==> src/rtl/board_io_adapter.sv <==
// Board-side I/O adapter: button synchroniser/debouncer, colour depth reduction and sync re-timing.
// Define BOARD_IO_DITHER_EN to add 2x2 ordered dithering to the colour reduction.
module board_io_adapter #(
  parameter int unsigned IN_BITS         = 4,
  parameter int unsigned OUT_BITS        = 2,
  parameter int unsigned N_BTN           = 3,
  parameter int unsigned SYNC_STAGES     = 2,
  parameter int unsigned DEBOUNCE_CYCLES = 250000
) (
  input  logic                clk,
  input  logic                rst,
  input  logic [N_BTN-1:0]    btn_raw,
  output logic [N_BTN-1:0]    btn_level,
  output logic [N_BTN-1:0]    btn_press,
  input  logic [IN_BITS-1:0]  in_r,
  input  logic [IN_BITS-1:0]  in_g,
  input  logic [IN_BITS-1:0]  in_b,
  input  logic                in_hs,
  input  logic                in_vs,
  output logic [OUT_BITS-1:0] out_r,
  output logic [OUT_BITS-1:0] out_g,
  output logic [OUT_BITS-1:0] out_b,
  output logic                out_hs,
  output logic                out_vs,
  output logic                frame_start
);
  localparam int unsigned D  = IN_BITS - OUT_BITS;
  localparam int unsigned CW = $clog2(DEBOUNCE_CYCLES);

  if (OUT_BITS < 1 || OUT_BITS > IN_BITS) begin : g_bad_bits
    $error("board_io_adapter: OUT_BITS must satisfy 1 <= OUT_BITS <= IN_BITS");
  end
  if (SYNC_STAGES < 2 || DEBOUNCE_CYCLES < 2) begin : g_bad_btn
    $error("board_io_adapter: SYNC_STAGES and DEBOUNCE_CYCLES must be >= 2");
  end

  for (genvar i = 0; i < N_BTN; i++) begin : g_btn
    logic [SYNC_STAGES-1:0] sync_q, sync_d;
    logic [CW-1:0]          cnt_q, cnt_d;
    logic                   lvl_q, lvl_d, prs_q, prs_d;
    logic                   s;

    assign s = sync_q[SYNC_STAGES-1];

    always_comb begin
      sync_d = {sync_q[SYNC_STAGES-2:0], btn_raw[i]};
      cnt_d  = cnt_q;
      lvl_d  = lvl_q;
      prs_d  = 1'b0;
      if (s == lvl_q) begin
        cnt_d = '0;
      end else if (cnt_q == CW'(DEBOUNCE_CYCLES - 1)) begin
        lvl_d = s;
        cnt_d = '0;
        prs_d = s;
      end else begin
        cnt_d = cnt_q + CW'(1);
      end
    end

    always_ff @(posedge clk) begin
      if (rst) begin
        sync_q <= '0;
        cnt_q  <= '0;
        lvl_q  <= 1'b0;
        prs_q  <= 1'b0;
      end else begin
        sync_q <= sync_d;
        cnt_q  <= cnt_d;
        lvl_q  <= lvl_d;
        prs_q  <= prs_d;
      end
    end

    assign btn_level[i] = lvl_q;
    assign btn_press[i] = prs_q;
  end

  logic [OUT_BITS-1:0] r_q, g_q, b_q, r_d, g_d, b_d;
  logic                hs_q, vs_q, fs_q;
  logic                hs_fall, vs_fall;

  // The registered syncs double as the one-cycle delayed copies for edge detection.
  assign hs_fall = hs_q & ~in_hs;
  assign vs_fall = vs_q & ~in_vs;

  if (D == 0) begin : g_pass
    assign r_d = in_r;
    assign g_d = in_g;
    assign b_d = in_b;
  end else begin : g_reduce
`ifdef BOARD_IO_DITHER_EN
    logic         xp_q, xp_d, yp_q, yp_d;
    logic [1:0]   t;
    logic [D-1:0] thr;

    function automatic logic [OUT_BITS-1:0] dither(input logic [IN_BITS-1:0] v,
                                                   input logic [D-1:0]       th);
      logic [OUT_BITS-1:0] q;
      logic [D-1:0]        e;
      q = v[IN_BITS-1 -: OUT_BITS];
      e = v[D-1:0];
      return (e > th && q != '1) ? q + OUT_BITS'(1) : q;
    endfunction

    always_comb begin
      xp_d = hs_fall ? 1'b0 : ~xp_q;
      yp_d = vs_fall ? 1'b0 : (yp_q ^ hs_fall);
      case ({yp_q, xp_q})
        2'b00:   t = 2'd0;
        2'b01:   t = 2'd2;
        2'b10:   t = 2'd3;
        default: t = 2'd1;
      endcase
    end

    if (D == 1) begin : g_thr1
      assign thr = t[1];
    end else begin : g_thrn
      assign thr = D'(t) << (D - 2);
    end

    always_ff @(posedge clk) begin
      if (rst) begin
        xp_q <= 1'b0;
        yp_q <= 1'b0;
      end else begin
        xp_q <= xp_d;
        yp_q <= yp_d;
      end
    end

    assign r_d = dither(in_r, thr);
    assign g_d = dither(in_g, thr);
    assign b_d = dither(in_b, thr);
`else
    logic unused_residual;
    assign unused_residual = ^{in_r[D-1:0], in_g[D-1:0], in_b[D-1:0]};
    assign r_d = in_r[IN_BITS-1 -: OUT_BITS];
    assign g_d = in_g[IN_BITS-1 -: OUT_BITS];
    assign b_d = in_b[IN_BITS-1 -: OUT_BITS];
`endif
  end

  always_ff @(posedge clk) begin
    if (rst) begin
      r_q  <= '0;
      g_q  <= '0;
      b_q  <= '0;
      hs_q <= 1'b1;
      vs_q <= 1'b1;
      fs_q <= 1'b0;
    end else begin
      r_q  <= r_d;
      g_q  <= g_d;
      b_q  <= b_d;
      hs_q <= in_hs;
      vs_q <= in_vs;
      fs_q <= vs_fall;
    end
  end

  assign out_r       = r_q;
  assign out_g       = g_q;
  assign out_b       = b_q;
  assign out_hs      = hs_q;
  assign out_vs      = vs_q;
  assign frame_start = fs_q;
endmodule

==> config.mk <==
export PLATFORM = sky130hd
export DESIGN_NAME = board_io_adapter
export DESIGN_NICKNAME = d
export VERILOG_FILES = /design/src/rtl/board_io_adapter.sv
export SDC_FILE = /design/constraint.sdc
export NUM_CORES = 1
export LEC_CHECK = 0
export ABC_CLOCK_PERIOD_IN_PS = 2350
export BUFFER_PORTS_ARGS = -buffer_cell sky130_fd_sc_hd__buf_4
export CORE_MARGIN = 2
export CORE_UTILIZATION = 44
export CTS_CLUSTER_SIZE = 25
export DETAILED_ROUTE_END_ITERATION = 16
export PLACE_DENSITY = 0.62
export SYNTH_ARGS = -nofsm -noshare
export SYNTH_HDL_FRONTEND = slang
export SYNTH_SLANG_ARGS = --single-unit
==> constraint.sdc <==
create_clock -name clk -period 2.35 [get_ports clk]
set_input_delay 0.3525 -clock clk [delete_from_list [all_inputs] [get_ports clk]]
set_output_delay 0.3525 -clock clk [all_outputs]
set_load 0.01 [all_outputs]
* Yosys cells after proc, flatten, opt, wreduce, memory -nomap -nowiden
Cells that the tools add are included.
** Storage, ports and cells
- Logic and storage cells :: 44
- Flip-flop bits (word level) :: 75
- Output and inout bits :: 15
- Bits of input ports :: 19
** Operators by class
- Reductions and logical operators :: 9
- Equality and inequality tests :: 6
- Add/subtract/negate cells :: 3
- Bitwise logic cells :: 8
** Operators by type and width (count)
- $add 18x1->18 const B :: 3
- $eq 18x18->1 const B :: 3
- $reduce_or 3->1 :: 6
- $not 1->1 :: 7
- $reduce_and 2->1 :: 3
- $eq 1x1->1 :: 3
- $and 1x1->1 :: 1

* Longest topological paths before layout
- Word-level depth :: 3
- Gate-level depth with buffers :: 6
- Mapped depth without buffers :: 5

* Least setup slack after synthesis
No wires, ideal clock.
- Path type :: flip-flop to flip-flop
- Start :: reg g_btn[1].cnt_q[0]
- End :: reg g_btn[1].cnt_q[16]
- Library setup time :: 0.115 ns
- Buffers on the path :: 1
- Clock period less this slack :: 1.819 ns
- Data arrival time :: 1.704 ns
- Stages on the path, launching flop included :: 7
- Slack :: 0.531 ns
- Required time :: 2.235 ns
- Path through :: dfxtp_1 > ha_1 > nand3_1 > or4_4 > o21ai_2 > buf_4 > nor2_1
** On the way
- Cells in the longest elaborated chain, start to end :: 2
- Elaborated cells on any way between the ends :: 3
- Classes of those cells :: add/sub (1); eq/ne (1); reduce/logical (1)
** RTL lines
- start, declared :: RTL line 39 : logic [CW-1:0] cnt_q, cnt_d;
- start signal, assigned :: RTL line 69 : cnt_q <= cnt_d;
- branches (longest 2 deep; another with $add 18x1->18)
Parallel ways; which one is timed is not known.
A chain may end at the register's enable or synchronous reset.

* Final worst setup path
- Start :: reg g_btn[1].cnt_q[0]
- End :: reg g_btn[1].cnt_q[14]
Same word-level chain as after synthesis.

==> impl_metrics.toml <==
[timing]
final_period_minus_worst_setup_slack_ns = 1.82
worst_slack_ns = 0.527
clock-skew-final_ns = 0.00954
rsz0062_at_grt = "no"
finalCritPeriodShare_pct = 77.6
tightestPinTransition_ns = 0.410
slew_violations = 0
fmax_mhz = 548
finalSetupViolCount = 0
finalHoldViolCount = 0
max_slew_margin_pct = 72.4
final.setup.tns_ns = 0

[finish]
final_nets = 397
area_delta_synth_final_pct = 15.1
fin_area_um2 = 3630
instances_no_fill = 476
antennaDiodeCount = 0
drive_gt1_share_pct = 16.1

[clock_network]
cts_setup_buffers = 0
post_cts_resized = 0
hold_buffers = 0
cts.htree.levels = 3
cts_tree = "built"
cts-buffers-inserted = 9
cts.path.max_buffers = 2
cts_sinks = 75
path_clk_slew_ns = 0.09
clock_latency_ns = 0.34
root_buffer = "clkbuf_8"

[pwr]
p_total_mw = 2.26
peakVddDrop_mv = 0.319
cellLeakagePower_nw = 1.13
power-per-cell-area_nw_per_um2 = 623

[route]
drt_iter0_drc = 51
wl_per_cell_um = 12.0
wirelength_um = 5700
dr_total_vias = 2377
drc_errors = 0
firstDrtPassIters = 4
ant_nets = 0
avgViaCountPerCell = 4.99

[synthesis]
ys.warnings.count = 0
synth_seq_cells = 75
synth_top_area_share_pct = 47.6
ys_seq_area_share_pct = 47.6
synth_edf_count = 0
async_flop_share_pct = 0
yosys-top-cells-count = "dfxtp_1, nor2_1, xnor2_1"
ys.flop_type = "dfxtp_1"
synth_cell_types = 36
postSynthNetCount = 365
yosysTopAreaCell = "dfxtp_1"
synthTopCellsByArea = "dfxtp_1, xnor2_1, nor2_1, nor4_1, nor2b_1"
avgSynthCellArea_um2 = 9.19
syn_inst = 343
yosysMostFrequentCell = "dfxtp_1"
synth.cell_area_um2 = 3150

[placement]
globalplace.congestion = 0.805
dp_hpwl_um = 4060
postPlaceCellArea_um2 = 3450
port_buffers = 27
dp_cells = 460
dpl_worst_slack_ns = 0.517

[die]
pin_count = 34
fp.coreArea_um2 = 6870
num_rows = 30
chipHeight_um = 88.7
die_w_um = 88.7
initial_core_util_pct = 45.9
die_area_um2 = 7860

[global_routing]
grt.total_usage_pct = 16.5
antenna_found_initial = 0
grt_max_degree = 25
gr-total-overflow = 0
grt_pass1_vias = 2339
grt_pass1_wl_um = 10200

[worst_setup_path]
crit_path_cell_trace = "ha_1 > nand3_1 > or4_4 > o21ai_2 > buf_4 > nor2_1"
slowest_stage = "or4_4"
path_depth = 6
timing.critical_path.buf_inv = 1
crit_fanout = 18
crit_path_max_incr_delay_ns = 0.54
rr_worst_depth = 6
cp_top_family = "simple AND/OR/NAND/NOR gates"
endpoint_kind = "register"
critPathArrivalTime_ns = 2.05
crit_type = "register to register"
crit_required_ns = 2.58
worst_setup_path_start_kind = "register"

[flow_run]
cap_violations = 0

[status]
status = "complete, no violations"

[min_path]
holdPathStages = 2
hold_path.class = "primary input to register"
==> state kept, by name, indices dropped and copies added, names as in the netlist <==
name          cells
out_vs            1
g_btn.cnt_q      54
frame_start       1
g_btn.prs_q       3
out_r             2
out_g             2
out_b             2
g_btn.lvl_q       3
out_hs            1
g_btn.sync_q      6
==> path summary, 6_finish.rpt <==
kind                                     start                       endpoint  slack (ns)
hold / removal                           in_hs              out_hs$_SDFF_PP1_        0.19
setup reg to reg  g_btn[1].cnt_q[0]$_SDFF_PP0_  g_btn[1].cnt_q[14]$_SDFF_PP0_        0.53
hold reg to reg              out_vs$_SDFF_PP1_         frame_start$_SDFF_PP0_        0.43
setup / recovery  g_btn[1].cnt_q[0]$_SDFF_PP0_  g_btn[1].cnt_q[14]$_SDFF_PP0_        0.53
==> cells in the final DEF, fill, tap and decap left out, types with 2 or more instances in the layout <==
cell type	n
dfxtp_1	75
nor2_1	60
xnor2_1	42
buf_4	33
nor4_1	21
nand3_1	16
nor2b_1	15
nand2_1	12
inv_1	12
nand4_1	12
nor3_1	11
clkbuf_8	9
a21oi_1	6
or4_1	5
xor2_1	4
nand2b_1	4
o31ai_1	4
or3_1	4
o21ai_0	4
inv_6	4
nand4_2	3
ha_1	3
nor3b_1	2
or4_4	2
nor4b_1	2
or2_2	2
clkinv_4	2
==> through the flow <==
| stage | hold slack (ns) | utilization (%) |
|---|---|---|
| after detailed placement | 0.418 | 50.2 |
| after floorplan | 0.414 | - |
| after global placement | 0.419 | 50.2 |
| after CTS | 0.174 | 52.8 |
| final | 0.190 | 52.8 |
| after global routing | 0.172 | 52.8 |
==> final cells by class <==
type	instances	area, um^2
fillers	647	3240
multi-input cells	244	1530
flip-flops and latches	75	1500
repair buffers	33	248
clock buffers	9	124
well taps	96	120
clock inverters	7	60.1
inverters	12	45.0
==> logic make-up after synthesis <==
kind of cell | Yosys count | synth area share, %
AND/OR/NAND/NOR | 177 | 30.4
flip-flops | 75 | 47.6
XOR/XNOR | 46 | 12.8
buffers and inverters | 24 | 3.81
AO/OA/AOI/OAI | 17 | 3.85
adder cells (fa/ha/maj) | 3 | 1.19
multiplexers | 1 | 0.317
==> routing by layer <==
metal / up-vias / share of wire (%) / global-route usage [%]
met3: 10 / 2.4 / 2.89
met4: 0 / 1.9 / 7.85
met5: - / 0 / 0
met2: 27 / 47 / 26.5
li1: 1240 / - / -
met1: 1100 / 49 / 21.5
==> power by group <==
| group | switching [mW] | leakage (nW) | total [mW] | internal, mW |
|---|---|---|---|---|
| clock network | 0.508 | 0.0912 | 0.909 | 0.401 |
| registers | 0.00609 | 0.608 | 1.29 | 1.28 |
| logic | 0.0283 | 0.427 | 0.0632 | 0.0349 |
(Power assumes the default switching activity.)
